`src/rtl/uart_echo_pkg.sv`:
```
// Shared types and constants for the UART echo controller.
package uart_echo_pkg;

  typedef enum logic [1:0] {
    IDLE     = 2'd0,
    GUARD    = 2'd1,
    WAIT_RDY = 2'd2
  } state_t;

  localparam logic [7:0] CHR_CR = 8'h0D;
  localparam logic [7:0] CHR_LF = 8'h0A;

  function automatic int unsigned cnt_w(input int unsigned depth);
    return $clog2(depth) + 1;
  endfunction

endpackage

```
`src/rtl/byte_fifo.sv`:
```
// Synchronous byte FIFO with first-word fall-through read data.
module byte_fifo
  import uart_echo_pkg::*;
#(
  parameter int unsigned DEPTH = 16
) (
  input  logic                      CLK,
  input  logic                      RST,
  input  logic                      wr_en,
  input  logic [7:0]                wr_data,
  input  logic                      rd_en,
  output logic [7:0]                rd_data,
  output logic                      full,
  output logic                      empty,
  output logic [cnt_w(DEPTH)-1:0]   count
);

  localparam int unsigned AW = $clog2(DEPTH);
  localparam int unsigned CW = cnt_w(DEPTH);

  logic [7:0]    mem [DEPTH];
  logic [AW-1:0] wr_ptr;
  logic [AW-1:0] rd_ptr;
  logic          do_wr;
  logic          do_rd;

  assign full    = (count == CW'(DEPTH));
  assign empty   = (count == '0);
  assign do_rd   = rd_en && !empty;
  // A read in the same cycle frees the head slot, so a write into a full FIFO is still taken.
  assign do_wr   = wr_en && (!full || do_rd);
  assign rd_data = mem[rd_ptr];

  always_ff @(posedge CLK) begin
    if (do_wr) begin
      mem[wr_ptr] <= wr_data;
    end
  end

  always_ff @(posedge CLK) begin
    if (RST) begin
      wr_ptr <= '0;
      rd_ptr <= '0;
      count  <= '0;
    end else begin
      assert (!(rd_en && empty));
      if (do_wr) begin
        wr_ptr <= wr_ptr + 1'b1;
      end
      if (do_rd) begin
        rd_ptr <= rd_ptr + 1'b1;
      end
      case ({do_wr, do_rd})
        2'b10:   count <= count + 1'b1;
        2'b01:   count <= count - 1'b1;
        default: count <= count;
      endcase
    end
  end

endmodule

```
`src/rtl/uart_echo_ctrl.sv`:
```
// Echo controller: queues received bytes and replays them to the UART transmitter.
module uart_echo_ctrl
  import uart_echo_pkg::*;
#(
  parameter int unsigned DEPTH       = 16,
  parameter bit          CRLF_EXPAND = 1'b1
) (
  input  logic                      CLK,
  input  logic                      RST,
  input  logic [7:0]                recv_data,
  input  logic                      vald_data,
  input  logic                      ready,
  output logic                      send,
  output logic [7:0]                send_data,
  output logic [cnt_w(DEPTH)-1:0]   fifo_count,
  output logic                      overflow
);

  state_t     state_q;
  state_t     state_d;
  logic       send_d;
  logic [7:0] data_d;
  logic       lf_q;
  logic       lf_d;
  logic       ovf_d;
  logic       pop;
  logic [7:0] head;
  logic       full;
  logic       empty;

  byte_fifo #(
    .DEPTH(DEPTH)
  ) u_fifo (
    .CLK     (CLK),
    .RST     (RST),
    .wr_en   (vald_data),
    .wr_data (recv_data),
    .rd_en   (pop),
    .rd_data (head),
    .full    (full),
    .empty   (empty),
    .count   (fifo_count)
  );

  always_ff @(posedge CLK) begin
    if (RST) begin
      state_q   <= IDLE;
      send      <= 1'b0;
      send_data <= '0;
      lf_q      <= 1'b0;
      overflow  <= 1'b0;
    end else begin
      state_q   <= state_d;
      send      <= send_d;
      send_data <= data_d;
      lf_q      <= lf_d;
      overflow  <= ovf_d;
    end
  end

  always_comb begin
    state_d = state_q;
    send_d  = 1'b0;
    data_d  = send_data;
    lf_d    = lf_q;
    pop     = 1'b0;
    case (state_q)
      IDLE: begin
        if (!empty && ready) begin
          pop     = 1'b1;
          data_d  = head;
          send_d  = 1'b1;
          lf_d    = CRLF_EXPAND && (head == CHR_CR);
          state_d = GUARD;
        end
      end
      GUARD: begin
        state_d = WAIT_RDY;
      end
      WAIT_RDY: begin
        if (ready) begin
          if (lf_q) begin
            data_d  = CHR_LF;
            send_d  = 1'b1;
            lf_d    = 1'b0;
            state_d = GUARD;
          end else if (!empty) begin
            pop     = 1'b1;
            data_d  = head;
            send_d  = 1'b1;
            lf_d    = CRLF_EXPAND && (head == CHR_CR);
            state_d = GUARD;
          end else begin
            state_d = IDLE;
          end
        end
      end
      default: begin
        state_d = IDLE;
      end
    endcase
    ovf_d = overflow || (vald_data && full && !pop);
  end

endmodule

```
`config.mk`:
```
export PLATFORM = sky130hd
export DESIGN_NAME = uart_echo_ctrl
export DESIGN_NICKNAME = d
export VERILOG_FILES = /design/src/rtl/uart_echo_pkg.sv /design/src/rtl/byte_fifo.sv /design/src/rtl/uart_echo_ctrl.sv
export SDC_FILE = /design/constraint.sdc
export NUM_CORES = 1
export LEC_CHECK = 0
export ABC_AREA = 0
export CORE_MARGIN = 1
export CORE_UTILIZATION = 45
export DETAILED_ROUTE_END_ITERATION = 8
export PLACE_DENSITY = 0.69
export SYNTH_ARGS = -nofsm -noshare
export SYNTH_HDL_FRONTEND = slang
export SYNTH_SLANG_ARGS = --single-unit
```
`constraint.sdc`:
```
create_clock -name CLK -period 5 [get_ports CLK]
set_input_delay 0.5 -clock CLK [delete_from_list [all_inputs] [get_ports CLK]]
set_output_delay 0.5 -clock CLK [all_outputs]
set_load 0.02 [all_outputs]
```
==> run metrics, run 1 <==
overall routing resource usage=18.1%; Placed Instances=561; path category of the worst min-delay check=reg -> reg; CP endpoint kind=flop; number of levels the H-tree was split into=4; share of the clock period used by the worst path=68.9%; launch point of the worst path=u_fifo.count[1]$_SDFFE_PP0P_; nature of the critical path startpoint=flop; part of the Yosys area used for sequential elements=70.5%; number of buffer cells added on primary ports=26; routed length per placed instance=20.1 um; estimated wirelength of the detail-placed design=7550 um; maximum buffer depth of the clock tree=2; Setup Slack @ Placement=1.33 ns; share of synthesized flip-flops with an asynchronous set or reset=0%; clock-pin slew on the worst setup and hold paths=0.06 ns; reg2reg start=u_fifo.count[1]$_SDFFE_PP0P_; area of all placed cells without fillers=7310 um2; floorplan die area=14500 um2; sum of negative setup slack=0 ns; family with the most delay on the worst path=simple AND/OR/NAND/NOR gates; Initial Utilization=46.9%; status=completed; worst relative slew slack=32.2%; DRC violation count after routing=0; via count of the first global-routing pass=3305; post-layout total power=3.44 mW; Via Count=3264; share of cell area taken by muxes after synthesis=12.5%; post-synthesis cell count=373; sequence of cells on the critical path=nor4_1, o211ai_1, and2_1, inv_1, ha_1, xor2_1, ha_1, o21a_1, o22a_1, a21oi_1, xor2_1, or3_1, a21oi_1; adder-cell share of the synthesized area=1.79%; worst path buffer plus inverter count=1; most instantiated flip-flop cell in the synthesis netlist=edfxtp_1; flip-flop and latch count after synthesis=158; placer congestion estimate=0.831; final clock skew=0.00443 ns; Layout Cells excl Fill=593; residual antenna-violating net count after detailed routing=0; smallest hold slack=0.462 ns; parity-gate share of the synthesized area counting xor and xnor cells=1.53%; Area after DPL=6730 um2; biggest cell delay along the critical path=0.45 ns; fmax=290 MHz; maximum fanout along the worst path=9; critical path data arrival time=3.77 ns; antenna violations before repair=0; root buffer cell=clkbuf_16; Max Cap Viol=0; dominant combinational cell family by area after synthesis=multiplexers; slew of the pin with the lowest slew margin=1.01 ns; slowest cell on the critical path=nor4_1; first-pass GRT wire length=18800 um; Post-Syn Area per Cell=16.9 um2; distinct cell type count of the synthesized netlist=45; final net count=425; overflow left after global routing=0; final wirelength=11900 um; final count of negative-setup-slack endpoints=0; Clk Latency, worst-skew pair=0.42 ns; via-per-instance ratio=5.50; CTS Buf Count=17; IO Count=27; DR pass1 iterations=4; area of the core=13500 um2; count of flip-flops with a built-in enable after synthesis=128; Worst Hold Launch=send_data[2]$_SDFFE_PP0P_; ant diodes=0; site row count=42; commonest non-fill, non-tap cell in the layout=edfxtp_1; die outline height=120 um; simple logic cell fraction of the synthesized area=6.65%; number of hold buffers added after CTS=0; final critical delay including setup and external delays=3.44 ns; final number of hold-violating endpoints=0; critical path class=reg -> reg; largest net degree at the start of global routing=35; number of cells upsized or downsized after cts=0; Syn-to-layout area delta=16.0%; Sink Count=158; Power per Cell Area=471 nW/um2; syn_nets=394; largest voltage drop on the vdd net=307 uV; number of pins with negative max-slew slack in the final report=0; die span in x=120 um; Worst Path Required=5.33 ns; Post-CTS Setup Repair Bufs=0; most frequent cells in the layout=edfxtp_1, nor2_1, dfxtp_1; Util after Layout=54.3%; cell area after synthesis=6300 um2; clock tree from TritonCTS=yes; complex-gate fraction of the synthesized area=4.66%; setup repair after global routing missed its margin=false; initial DRC count=268; yosys warns=0; layout cells sized above 1=14.4%; LEAKAGE=2.44 nW; Worst Slack Setup Final=1.56 ns
-- cell type report --
| type | count | area, um2 |
|---|---|---|
| Timing Repair Buffer | 33 | 313 |
| Fill cell | 1075 | 6140 |
| Clock inverter | 13 | 148 |
| Sequential cell | 158 | 4450 |
| Inverter | 11 | 41.3 |
| Tap cell | 176 | 220 |
| Clock buffer | 19 | 433 |
| Multi-Input combinational cell | 183 | 1710 |
-- layer usage --
| metal | track usage [%] | up-vias | share of wire, % |
|---|---|---|---|
| li1 | - | 1512 | - |
| met1 | 23.9 | 1670 | 44 |
| met2 | 29.3 | 78 | 51 |
| met3 | 5.28 | 4 | 5.3 |
| met4 | 4.86 | 0 | 0.53 |
| met5 | 0 | - | 0 |
-- power by group --
group,switching [mW],leakage [nW],internal (mW)
logic,0.315,0.749,0.286
clock network,0.485,0.285,0.777
registers,0.0788,1.40,1.50
-- kinds of logic (layout without fill, tap and decap cells) --
kind of cell / Yosys count / after routing
buffers and inverters: 32 / 76
and+or+nand+nor: 85 / 85
DFF: 158 / 158
adders and majority gates: 9 / 9
AOI/OAI and AO/OA: 41 / 41
xor gates and xnor gates: 11 / 11
muxes: 37 / 37
-- sequential cells by signal, indices dropped and copies added (netlist names), named ones only --
| name | count |
|---|---|
| u_fifo.rd_ptr | 4 |
| send_data | 8 |
| u_fifo.count | 5 |
| u_fifo.wr_ptr | 4 |
| u_fifo.mem | 128 |
| state_q | 2 |
| overflow | 1 |
| lf_q | 1 |
| send | 1 |
-- worst paths after layout --
kind	end	slack [ns]	cells after the start
worst max-delay path	u_fifo.count[4]$_SDFFE_PP0P_	1.56	13
worst min-delay path	send_data[2]$_SDFFE_PP0P_	0.46	2
worst max register to register	u_fifo.count[4]$_SDFFE_PP0P_	1.56	13
worst min register to register	send_data[2]$_SDFFE_PP0P_	0.46	2
-- worst reg2reg max path: stages, from the launching register on --
cell	delay, ns
dfxtp_1	0.39
nor4_1	0.45
o211ai_1	0.17
and2_1	0.28
inv_1	0.24
ha_1	0.41
xor2_1	0.12
ha_1	0.23
o21a_1	0.18
o22a_1	0.19
a21oi_1	0.17
xor2_1	0.09
or3_1	0.31
a21oi_1	0.14
-- synth_stat cells (3+ instances only) --
library cell | n | area share, %
a21oi_1 | 7 | 0.56
xnor2_1 | 3 | 0.42
nand4_1 | 3 | 0.30
inv_1 | 11 | 0.65
nor2_1 | 34 | 2.0
dfxtp_1 | 30 | 9.5
clkbuf_1 | 16 | 0.95
and2_1 | 7 | 0.69
edfxtp_1 | 128 | 61
mux2i_1 | 6 | 0.95
nand2_1 | 17 | 1.0
mux4_2 | 19 | 6.8
nor2b_1 | 3 | 0.30
nor4_1 | 5 | 0.50
ha_1 | 9 | 1.8
xor2_1 | 8 | 1.1
o21ai_0 | 4 | 0.32
mux4_1 | 11 | 4.6
nand2b_1 | 3 | 0.30
a22oi_1 | 15 | 1.8
No activity file was read; power rests on OpenSTA's default activity.
==> inputs of run 2 (changes only) <==
--- a/config.mk
+++ b/config.mk
@@ -9,7 +9,7 @@
 export CORE_MARGIN = 1
 export CORE_UTILIZATION = 45
 export DETAILED_ROUTE_END_ITERATION = 8
-export PLACE_DENSITY = 0.69
+export PLACE_DENSITY = 0.71
 export SYNTH_ARGS = -nofsm -noshare
 export SYNTH_HDL_FRONTEND = slang
 export SYNTH_SLANG_ARGS = --single-unit
==> constraint.sdc (replaced) <==
create_clock -name CLK -period 2.9 [get_ports CLK]
set_input_delay 0.29 -clock CLK [delete_from_list [all_inputs] [get_ports CLK]]
set_output_delay 0.29 -clock CLK [all_outputs]
set_load 0.02 [all_outputs]
==> run 2 against run 1 <==
Effect of this change:
- via count increased by 2.5%
- utilization rose by 1.1 points
- design area up 2.0%
==> run metrics, run 2 (synthesized netlist as in run 1, its figures left out) <==
reg2reg start=state_q[1]$_SDFFE_PP0P_; clock tree from TritonCTS=yes; root buffer cell=clkbuf_16; clock-pin slew on the worst setup and hold paths=0.06 ns (about the same); Power per Cell Area=804 nW/um2 (+71%); Via Count=3345 (+2.5%); number of cells upsized or downsized after cts=0 (unchanged); first-pass GRT wire length=19300 um (+2.6%); launch point of the worst path=state_q[1]$_SDFFE_PP0P_; Placed Instances=573 (+2.1%); nature of the critical path startpoint=flop; Initial Utilization=46.9% (unchanged); Sink Count=158 (unchanged); LEAKAGE=2.50 nW (+2.6%); die span in x=120 um (unchanged); top flop regs=u_fifo.mem x128, send_data x8, u_fifo.count x5; final net count=437 (+2.8%); overall routing resource usage=18.5% (+0.42 points); critical path data arrival time=3.02 ns (-0.75 ns); die outline height=120 um (unchanged); CTS Buf Count=17 (unchanged); largest voltage drop on the vdd net=397 uV (+29%); initial DRC count=217 (-19%); post-layout total power=5.99 mW (+74%); layout cells sized above 1=18.7% (+4.3 points); Syn-to-layout area delta=18.2%; DRC violation count after routing=0 (unchanged); IO Count=27 (unchanged); slew of the pin with the lowest slew margin=1.03 ns (+0.0193 ns); CP endpoint kind=flop; via-per-instance ratio=5.54 (+0.62%); status=completed; share of the clock period used by the worst path=92.8% (+24 points); commonest non-fill, non-tap cell in the layout=edfxtp_1; site row count=42 (unchanged); flop2flop setup slack=0.21 ns (-1.35 ns); Max Cap Viol=0 (unchanged); sequence of cells on the critical path=and2_1, o211ai_1, and2_1, inv_4, ha_2, xor2_1, ha_2, o21a_1, o22a_1, a21oi_2, xor2_1, or3_1, a21oi_1; overflow left after global routing=0 (unchanged); most frequent cells in the layout=edfxtp_1, nor2_1, dfxtp_1, clkdlybuf4s50_1, mux4_2; Largest register FFs=128 (unchanged); slowest cell on the critical path=dfxtp_1; worst relative slew slack=31.0% (-1.3 points); residual antenna-violating net count after detailed routing=0 (unchanged); Worst Hold Launch=send_data[2]$_SDFFE_PP0P_; family with the most delay on the worst path=compound AO/OA/AOI/OAI gates; number of hold buffers added after CTS=0 (unchanged); Post-CTS Setup Repair Bufs=0 (unchanged); number of buffer cells added on primary ports=26 (unchanged); largest net degree at the start of global routing=36 (+2.9%); setup repair after global routing missed its margin=false; DR pass1 iterations=4 (unchanged); via count of the first global-routing pass=3505 (+6.1%); maximum buffer depth of the clock tree=2 (unchanged); maximum fanout along the worst path=3 (-6); antenna violations before repair=0 (unchanged); final number of hold-violating endpoints=0 (unchanged); area of the core=13500 um2 (unchanged); ant diodes=0 (unchanged); biggest cell delay along the critical path=0.33 ns (-0.12 ns); floorplan die area=14500 um2 (unchanged); number of pins with negative max-slew slack in the final report=0 (unchanged); worst path buffer plus inverter count=1 (unchanged); final count of negative-setup-slack endpoints=0 (unchanged); routed length per placed instance=20.1 um (about the same); Clk Latency, worst-skew pair=0.42 ns (about the same); register with the most flip-flops=u_fifo.mem; fmax=372 MHz (+28%); final clock skew=0.00639 ns (+0.00196 ns); final critical delay including setup and external delays=2.69 ns (-0.753 ns); Layout Cells excl Fill=604 (+1.9%); Worst Path Required=3.23 ns (-2.10 ns); path category of the worst min-delay check=reg -> reg; number of levels the H-tree was split into=4 (unchanged); final wirelength=12200 um (+1.8%); critical path class=reg -> reg; placer congestion estimate=0.781 (-6.0%); estimated wirelength of the detail-placed design=7680 um (+1.7%)
==> run 2: cell types whose count changed in the layout (fill, tap and decap cells not counted), moves of 2 or more <==
cell / previous run / this run
buf_4: 7 / 17
dfxtp_2: 1 / 4
dfxtp_1: 29 / 26
ha_2: 0 / 2
buf_12: 0 / 2
ha_1: 9 / 7
clkinvlp_4: 1 / 3
==> run 2: worst reg2reg max path, delay by kind of cell (launching register included) <==
family | cells | cell delay [ns]
AND/OR/NAND/NOR | 3 | 0.73
flip-flops | 1 | 0.33
XOR/XNOR | 2 | 0.22
buffers and inverters | 1 | 0.05
adder cells (fa/ha/maj) | 2 | 0.36
AO/OA/AOI/OAI | 5 | 0.92
==> run 2: power breakdown <==
part           internal, mW  switching [mW]  total, mW  leakage [nW]
clock network          1.33           0.853       2.19         0.276
logic                 0.529           0.582       1.11         0.821
registers              2.59           0.108       2.69          1.40
==> run 2: per-stage QoR <==
| step | utilization [%] | cell area, um2 | setup WS (ns) | setup TNS [ns] | hold slack, ns |
|---|---|---|---|---|---|
| 4_1_cts | 55.4 | 7450 | 0.189 | 0 | 0.467 |
| 6_report | 55.4 | 7450 | 0.210 | 0 | 0.470 |
| 2_1_floorplan | - | 6370 | 0.00677 | 0 | 0.389 |
| 3_3_place_gp | 51.1 | 6880 | -0.0271 | -0.0271 | 0.449 |
| 3_5_place_dp | 51.1 | 6880 | -0.148 | -0.148 | 0.459 |
| 5_1_grt | 55.4 | 7450 | 0.00822 | 0 | 0.515 |
==> run 2: per-layer routing <==
metal / vias to the layer above / GRT usage [%] / part of all wire [%]
met5: - / 0 / 0
met4: 0 / 9.10 / 2.5
met3: 32 / 4.81 / 5.7
met2: 105 / 29.8 / 50
met1: 1670 / 23.3 / 42
li1: 1538 / - / -
==> run 2: final timing paths <==
| kind | depth (start not counted) | end |
|---|---|---|
| setup / recovery | 13 | u_fifo.count[4]$_SDFFE_PP0P_ |
| hold / removal | 2 | send_data[2]$_SDFFE_PP0P_ |
| setup reg to reg | 13 | u_fifo.count[4]$_SDFFE_PP0P_ |
| hold reg to reg | 2 | send_data[2]$_SDFFE_PP0P_ |
==> run 2: final cells by class <==
type / instances / area, um2
flip-flops and latches: 158 / 4450
fillers: 1061 / 6000
inverters: 11 / 43.8
clock buffers: 18 / 429
repair buffers: 45 / 428
well taps: 176 / 220
multi-input cells: 183 / 1730
clock inverters: 13 / 149
